$ cat src/rtl/cam_array_if.sv
// Bundle of write/invalidate, search and result signals for cam_array.
// Latency: none (wires only); result timing is set by cam_array.
// Backpressure: none; every write and search is accepted the cycle it is presented.
//
// master : drives write/invalidate/search requests, receives registered results
// slave  : the CAM itself
// search_mask_i exists only when CAM_MASK_EN is defined.
interface cam_array_if #(
    parameter int WIDTH = 8,
    parameter int DEPTH = 16
);
    localparam int IDX_W = $clog2(DEPTH);

    logic              write_enable_i;
    logic              invalidate_i;
    logic [IDX_W-1:0]  write_addr_i;
    logic [WIDTH-1:0]  write_data_i;
    logic              search_enable_i;
    logic [WIDTH-1:0]  search_i;
`ifdef CAM_MASK_EN
    logic [WIDTH-1:0]  search_mask_i;
`endif
    logic              match_valid_o;
    logic [DEPTH-1:0]  match_vec_o;
    logic              hit_o;
    logic [IDX_W-1:0]  hit_index_o;
    logic              multi_hit_o;
    logic [IDX_W:0]    count_o;

    modport master (
`ifdef CAM_MASK_EN
        output search_mask_i,
`endif
        output write_enable_i, invalidate_i, write_addr_i, write_data_i,
        output search_enable_i, search_i,
        input  match_valid_o, match_vec_o, hit_o, hit_index_o, multi_hit_o, count_o
    );

    modport slave (
`ifdef CAM_MASK_EN
        input  search_mask_i,
`endif
        input  write_enable_i, invalidate_i, write_addr_i, write_data_i,
        input  search_enable_i, search_i,
        output match_valid_o, match_vec_o, hit_o, hit_index_o, multi_hit_o, count_o
    );
endinterface

$ cat src/rtl/cam_array.sv
// DEPTH x WIDTH content-addressable memory with valid bits, lowest-index priority encode and occupancy count.
// Latency: search results registered 1 cycle after search_enable_i; write/invalidate visible to the next search.
// Backpressure: none; one write-or-invalidate and one search accepted every cycle.
//
// Ports: clk, reset (synchronous, active-high) plus cam_array_if.slave bus carrying
//   write_enable_i/invalidate_i/write_addr_i/write_data_i (entry update),
//   search_enable_i/search_i[/search_mask_i] (lookup) and
//   match_valid_o/match_vec_o/hit_o/hit_index_o/multi_hit_o/count_o (results, occupancy).
// Optional feature: define CAM_MASK_EN to add search_mask_i (1 = compare bit, 0 = don't care).
module cam_array #(
    parameter int WIDTH = 8,
    parameter int DEPTH = 16
) (
    input  logic        clk,
    input  logic        reset,
    cam_array_if.slave  bus
);
    localparam int IDX_W = $clog2(DEPTH);

    // Storage
    logic [WIDTH-1:0] data_q [DEPTH];
    logic [DEPTH-1:0] valid_q;
    logic [IDX_W:0]   count_q;

    // Registered search results
    logic             match_valid_q;
    logic [DEPTH-1:0] match_vec_q;
    logic             hit_q;
    logic [IDX_W-1:0] hit_index_q;
    logic             multi_hit_q;

    // Combinational compare against the current (pre-update) contents, which
    // gives read-before-write for a search launched alongside a write/invalidate.
    logic [WIDTH-1:0] cmp_mask;
    logic [DEPTH-1:0] match_now;
    logic [IDX_W-1:0] first_idx;
    logic             multi_now;

`ifdef CAM_MASK_EN
    assign cmp_mask = bus.search_mask_i;
`else
    assign cmp_mask = {WIDTH{1'b1}};
`endif

    always_comb begin
        match_now = '0;
        for (int e = 0; e < DEPTH; e++) begin
            match_now[e] = valid_q[e] && (((data_q[e] ^ bus.search_i) & cmp_mask) == '0);
        end
    end

    // Scan from the top down so the lowest matching index is the last assignment.
    always_comb begin
        first_idx = '0;
        for (int e = DEPTH - 1; e >= 0; e--) begin
            if (match_now[e]) begin
                first_idx = IDX_W'(e);
            end
        end
    end

    // Clearing the lowest set bit leaves something only if two or more bits were set.
    assign multi_now = |(match_now & (match_now - DEPTH'(1)));

    // Occupancy only moves when the valid bit actually flips; write beats invalidate.
    logic cnt_inc;
    logic cnt_dec;
    assign cnt_inc = bus.write_enable_i && !valid_q[bus.write_addr_i];
    assign cnt_dec = !bus.write_enable_i && bus.invalidate_i && valid_q[bus.write_addr_i];

    always_ff @(posedge clk) begin
        if (reset) begin
            for (int e = 0; e < DEPTH; e++) begin
                data_q[e] <= '0;
            end
            valid_q       <= '0;
            count_q       <= '0;
            match_valid_q <= 1'b0;
            match_vec_q   <= '0;
            hit_q         <= 1'b0;
            hit_index_q   <= '0;
            multi_hit_q   <= 1'b0;
        end else begin
            if (bus.write_enable_i) begin
                data_q[bus.write_addr_i]  <= bus.write_data_i;
                valid_q[bus.write_addr_i] <= 1'b1;
            end else if (bus.invalidate_i) begin
                valid_q[bus.write_addr_i] <= 1'b0;
            end

            if (cnt_inc) begin
                count_q <= count_q + 1'b1;
            end else if (cnt_dec) begin
                count_q <= count_q - 1'b1;
            end

            // Result registers hold their last value between searches.
            match_valid_q <= bus.search_enable_i;
            if (bus.search_enable_i) begin
                match_vec_q <= match_now;
                hit_q       <= |match_now;
                hit_index_q <= first_idx;
                multi_hit_q <= multi_now;
            end
        end
    end

    assign bus.match_valid_o = match_valid_q;
    assign bus.match_vec_o   = match_vec_q;
    assign bus.hit_o         = hit_q;
    assign bus.hit_index_o   = hit_index_q;
    assign bus.multi_hit_o   = multi_hit_q;
    assign bus.count_o       = count_q;

endmodule

$ cat src/flat_wrapper.sv
// flat-port wrapper written by rule: the top's interface ports become plain ports
module cam_array_flat 
#(
    parameter int WIDTH = 8,
    parameter int DEPTH = 16
)
  (clk, reset, bus_write_enable_i, bus_invalidate_i, bus_write_addr_i, bus_write_data_i, bus_search_enable_i, bus_search_i, bus_match_valid_o, bus_match_vec_o, bus_hit_o, bus_hit_index_o, bus_multi_hit_o, bus_count_o);
  cam_array_if #(.WIDTH(WIDTH), .DEPTH(DEPTH)) bus_i ();
  input  logic clk;
  input  logic reset;
  input wire logic [$bits(bus_i.write_enable_i)-1:0] bus_write_enable_i;
  input wire logic [$bits(bus_i.invalidate_i)-1:0] bus_invalidate_i;
  input wire logic [$bits(bus_i.write_addr_i)-1:0] bus_write_addr_i;
  input wire logic [$bits(bus_i.write_data_i)-1:0] bus_write_data_i;
  input wire logic [$bits(bus_i.search_enable_i)-1:0] bus_search_enable_i;
  input wire logic [$bits(bus_i.search_i)-1:0] bus_search_i;
  output wire logic [$bits(bus_i.match_valid_o)-1:0] bus_match_valid_o;
  output wire logic [$bits(bus_i.match_vec_o)-1:0] bus_match_vec_o;
  output wire logic [$bits(bus_i.hit_o)-1:0] bus_hit_o;
  output wire logic [$bits(bus_i.hit_index_o)-1:0] bus_hit_index_o;
  output wire logic [$bits(bus_i.multi_hit_o)-1:0] bus_multi_hit_o;
  output wire logic [$bits(bus_i.count_o)-1:0] bus_count_o;
  assign bus_i.write_enable_i = bus_write_enable_i;
  assign bus_i.invalidate_i = bus_invalidate_i;
  assign bus_i.write_addr_i = bus_write_addr_i;
  assign bus_i.write_data_i = bus_write_data_i;
  assign bus_i.search_enable_i = bus_search_enable_i;
  assign bus_i.search_i = bus_search_i;
  assign bus_match_valid_o = bus_i.match_valid_o;
  assign bus_match_vec_o = bus_i.match_vec_o;
  assign bus_hit_o = bus_i.hit_o;
  assign bus_hit_index_o = bus_i.hit_index_o;
  assign bus_multi_hit_o = bus_i.multi_hit_o;
  assign bus_count_o = bus_i.count_o;
  cam_array #(.WIDTH(WIDTH), .DEPTH(DEPTH)) u_core (.clk(clk), .reset(reset), .bus(bus_i));
endmodule
$ cat config.mk
export PLATFORM = sky130hd
export DESIGN_NAME = cam_array_flat
export DESIGN_NICKNAME = d
export VERILOG_FILES = /design/src/rtl/cam_array_if.sv /design/src/rtl/cam_array.sv /design/src/flat_wrapper.sv
export SDC_FILE = /design/constraint.sdc
export NUM_CORES = 1
export LEC_CHECK = 0
export ABC_AREA = 0
export BUFFER_PORTS_ARGS = -buffer_cell sky130_fd_sc_hd__clkbuf_2
export CAP_MARGIN = 15
export CELL_PAD_IN_SITES_DETAIL_PLACEMENT = 0
export CELL_PAD_IN_SITES_GLOBAL_PLACEMENT = 2
export CORE_UTILIZATION = 41
export CTS_CLUSTER_DIAMETER = 100
export CTS_CLUSTER_SIZE = 20
export DETAILED_ROUTE_END_ITERATION = 10
export GPL_TIMING_DRIVEN = 0
export PLACE_DENSITY_LB_ADDON = 0.1
export RECOVER_POWER = 100
export SLEW_MARGIN = 10
export SYNTH_ARGS = -nofsm -noshare
export SYNTH_HDL_FRONTEND = slang
export SYNTH_SLANG_ARGS = --single-unit
$ cat constraint.sdc
create_clock -name clk -period 3.3 [get_ports clk]
set_input_delay 0 -clock clk [delete_from_list [all_inputs] [get_ports clk]]
set_output_delay 0 -clock clk [all_outputs]
set_load 0.02 [all_outputs]
Word level (Yosys, flattened, before mapping)
Memory sizes are Yosys's and may differ from the RTL's.
Index checks and enable logic that the tools add are counted.
- bits of input ports: 25
- memory bits (writable): 128
- word-level logic and storage cells: 108
- register bits after elaboration: 44
- memories kept: 1
- $add $sub $neg: 3
- reductions and logical operators: 43
- magnitude comparators: 2
- mux-type cells: 32
- bitwise operators: 20
- memory list (name ; depth ; bits a word ; rd ports ; clocked after Yosys merged registers in ; write ports ; RTL line ; source):
    u_core.data_q ; 16 ; 8 ; 16 ; 0 ; 16 ; cam_array.sv:21 ; logic [WIDTH-1:0] data_q [DEPTH];
- operator list (cell ; number):
    $logic_not A8 Y1 ; 16
    $xor A8 B8 Y8 ; 16
    $mux W4 ; 17
    $and A16 B16 Y16 ; 2
    $mux W16 ; 2
    $reduce_or A16 Y1 ; 2
    $logic_and A1 B1 Y1 ; 20
    $not A16 Y16 ; 1
    $or A16 B16 Y16 ; 1
    $sub A16 B1 Y16 const B ; 1
    $mux W5 ; 2
    $mux W1 ; 8
    $mux W8 ; 1
    $reduce_or A8 Y1 ; 1
    $add A5 B1 Y5 const B ; 1
    $lt A4 B5 Y1 const B ; 1
    $sub A5 B1 Y5 const B ; 1
    $bmux W1 S4 ; 1
    $demux W1 S4 ; 1
    $ge A4 B1 Y1 const B ; 1
    $reduce_bool A2 Y1 ; 2
    $logic_not A1 Y1 ; 2

Logic depth before layout (Yosys ltp)
An unclocked memory read counts as a cell.
- word-level depth: 20
- depth in mapped cells: 11

Worst setup path before layout
Ideal clock, no wire load.
- path kind: reg2reg
- start: register (tool-made name)
- end: register u_core.count_q[4], in the netlist u_core.bus.count_o[4]
- arrival: 2543 ps
- buffers on the path: 0
- clock period less this slack: 2671 ps
- path slack: 629 ps
- stages on the path, launching flop included: 11
- cells stage by stage: dfxtp_1 -> mux4_2 -> mux4_2 -> nand2b_4 -> fa_1 -> a21o_1 -> a21oi_1 -> nand3_1 -> o21ai_2 -> xnor2_1 -> nor2_1
- RTL lines (what ; RTL line ; source):
    end signal, assigned ; cam_array.sv:92 ; count_q <= count_q + 1'b1;
    end signal, assigned ; cam_array.sv:94 ; count_q <= count_q - 1'b1;
    end, declared ; cam_array.sv:23 ; logic [IDX_W:0] count_q;

==> qor.csv <==
stage;metric;value;unit
pwr;vdd_drop_max;0.000404;V
critical_path;cp-start-kind;flip-flop;
sta;fin_crit_sh;88.3;%
pwr;leakagePower;3.18;nW
sta;fmax;343;MHz
synthesis;synth_top_family_by_area;simple AND/OR/NAND/NOR gates;
final_layout;nFillCells;2023;
clock_tree;htree_levels;4;
sta;finalClockSkew;0.00916;ns
outcome;outcome;complete, but fails checks;
critical_path;r2r_setup_slack;0.39;ns
drt;drt-vias-per-instance;5.21;
clock_tree;cts_setup_buffers;0;
synthesis;syn_area;8760;µm²
sta;setup_viol;0;
critical_path;arrival;3.22;ns
pwr;netSwitchingPower;1.22;mW
synthesis;ys.flop_type;edfxtp_1;
synthesis;postSynthCellCount;771;
drt;wl_met1;10700;µm
critical_path;worstSetupEndpointType;flip-flop;
sta;period_needed;2.91;ns
critical_path;crit_required;3.61;ns
synthesis;synth_mux_area_share;3.34;%
outcome;violations;hold timing;
final_layout;fin_util;46.9;%
global_route;grt_max_degree;17;
final_layout;multi_input_area;3710;µm²
critical_path;criticalPathCategory;reg -> reg;
clock_tree;clock-sinks;172;
synthesis;synthAdderAreaFrac;0.771;%
place;hpwl;16100;µm
clock_tree;numCtsBuffers;17;
drt;top_layer_used;met4;
global_route;antenna_found_initial;1;
floorplan;ios;53;
final_layout;final_cells;1121;
synthesis;synth_top_area_cell;edfxtp_1;
final_layout;most-common-layout-cells;xnor2_1, edfxtp_1, and2_0;
sta;setup_tns;0;ns
clock_tree;clk_pin_slew;0.07;ns
global_route;grt.total_usage;21.9;%
global_route;grt_pass1_vias;5521;
synthesis;ys_seq_elements;172;
floorplan;coreArea;21000;µm²
final_layout;layout_commonest_cell;xnor2_1;
pwr;seqPwrFrac;50.7;%
flow_run;maxCapViolCount;0;
clock_tree;cts-root-buf;clkbuf_16;
final_layout;nets;862;
synthesis;yosys_warnings;0;
floorplan;die_h;148;µm
synthesis;netlist_top_cells_area;edfxtp_1, xnor2_1, dfxtp_1, and2_1, nor2_1;
synthesis;postSynthNetCount;800;
place;dp.cells;1085;
sta;hold_violations;2;
pwr;pwr-share-comb;10.6;%
final_layout;drive_above_1_share;7.80;%
final_layout;seqCellArea;4720;µm²
place;gp_congestion;0.834;
drt;drc;0;
pwr;internal_power;3.68;mW
synthesis;yosys.area_share.simple;20.4;%
clock_tree;cts_tree;done;
drt;ant_nets;0;
sta;rsz0062_at_grt;no;
drt;dr.pass1.iters;5;
pwr;power_density;499;nW/µm²
drt;first_iter_violations;426;
synthesis;synth_cell_types;52;
clock_tree;insertion_delay;0.43;ns
global_route;grt_pass1_wl;34300;µm
drt;routedWlPerCell;20.7;µm
final_layout;area_growth;12.2;%
critical_path;crit_fanout;6;
sta;max_slew_margin;6.58;%
floorplan;fp-row-count;53;
floorplan;die_w;148;µm
floorplan;die_area;22000;µm²
clock_tree;clock_path_buffers;2;
place;port_buffers;38;
final_layout;diodes;0;
global_route;gr-total-overflow;0;
sta;fin_hold_ws;-0.00640;ns
sta;slew_viol_final;0;
drt;vias;5838;
synthesis;yosysSeqAreaShare;53.9;%
synthesis;synth_edf_count;128;
synthesis;synth_top_area_share;43.9;%
pwr;swShare;25.0;%
synthesis;async_flop_share;0;%
floorplan;start_util;41.8;%
sta;worstMarginPinSlew;1.39;ns
synthesis;synth_xor_area_share;13.2;%
drt;routed_wl;23200;µm
synthesis;avgSynthCellArea;11.4;µm²
synthesis;synth-compound-area-share;4.87;%
hold_path;min-delay-path-class;in -> reg;
pwr;clockPowerShare;38.7;%
drt;dr_wl_met3;939;µm
drt;met2_length;11200;µm
area by class of cell:
cell class	count	share of cell area, %
multi-input combinational	554	37.8
inverter	4	0.153
buffer	41	2.98
tap	275	3.50
timing repair buffer	43	1.95
clock buffer	18	4.37
clock inverter	14	1.22
sequential	172	48.1
final timing paths:
path	end	cells past startpoint	startpoint
setup / recovery	u_core.bus.count_o[4]$_SDFFE_PP0P_	10	flip-flop
hold / removal	u_core.bus.match_valid_o$_SDFF_PP0_	2	reset
setup reg to reg	u_core.bus.count_o[4]$_SDFFE_PP0P_	10	flip-flop
hold reg to reg	u_core.bus.hit_index_o[1]$_SDFFE_PP0P_	2	u_core.bus.hit_index_o[1]$_SDFFE_PP0P_
logic make-up (layout without fill, tap and decap cells):
group	Yosys count	count (layout)
and+or+nand+nor	325	325
DFF	172	172
xor gates and xnor gates	132	132
AOI/OAI and AO/OA	69	69
buffers and inverters	45	120
muxes	23	23
adders and majority gates	5	5
Yosys cell counts, types with 4 or more instances:
cell type / instances
xnor2_1: 129
and2_1: 128
edfxtp_1: 128
nor2_1: 54
dfxtp_1: 44
nand3_1: 34
nand2_1: 32
a21oi_1: 28
clkbuf_1: 20
or2_2: 19
mux2i_1: 18
nand4_1: 18
o21ai_0: 18
nor3_1: 17
buf_6: 14
nor2b_1: 6
mux4_2: 5
buf_1: 4
inv_1: 4
nand2b_1: 4
power by group through the flow:
stage | logic (mW) | clock network (mW) | registers (mW)
after floorplan | 0.366 | 0 | 2.53
after global placement | 0.516 | 0 | 2.53
after detailed placement | 0.526 | 0 | 2.53
after CTS | 0.531 | 1.92 | 2.48
after global routing | 0.560 | 2.01 | 2.49
final | 0.518 | 1.90 | 2.48
worst max-delay path: stages, from the launching register on:
cell,delay (ns)
dfxtp_1,0.37
mux4_2,0.50
mux4_2,0.56
nand2b_4,0.21
fa_1,0.43
a21o_1,0.17
a21oi_1,0.18
nand3_1,0.09
o21ai_0,0.10
xnor2_1,0.15
nor2_1,0.05
registers in the layout, indices dropped and copies added (netlist names), named ones only:
register / flops
u_core.bus.match_valid_o: 1
u_core.data_q: 128
u_core.bus.count_o: 5
u_core.bus.hit_index_o: 4
u_core.bus.hit_o: 1
u_core.bus.match_vec_o: 16
u_core.bus.multi_hit_o: 1
routing by layer:
layer | vias to the layer above | track usage [%]
met1 | 2876 | 29.3
li1 | 2784 | -
met5 | - | 0
met4 | 0 | 6.91
met2 | 145 | 36.5
met3 | 33 | 3.34
stage by stage:
step	cell area, µm²	setup WS (ns)	power, mW
after floorplan	8760	0.629	2.90
after global placement	9290	0.356	3.04
after detailed placement	9310	0.347	3.06
after CTS	9890	0.340	4.94
after global routing	9830	0.229	5.06
final	9830	0.387	4.90
timing repair:
item / CTS / global route
endpoints found under the hold margin: 10 / 0
hold buffers: 3 / 0
resized for setup: 0 / 0
No activity file was read; power rests on OpenSTA's default activity.
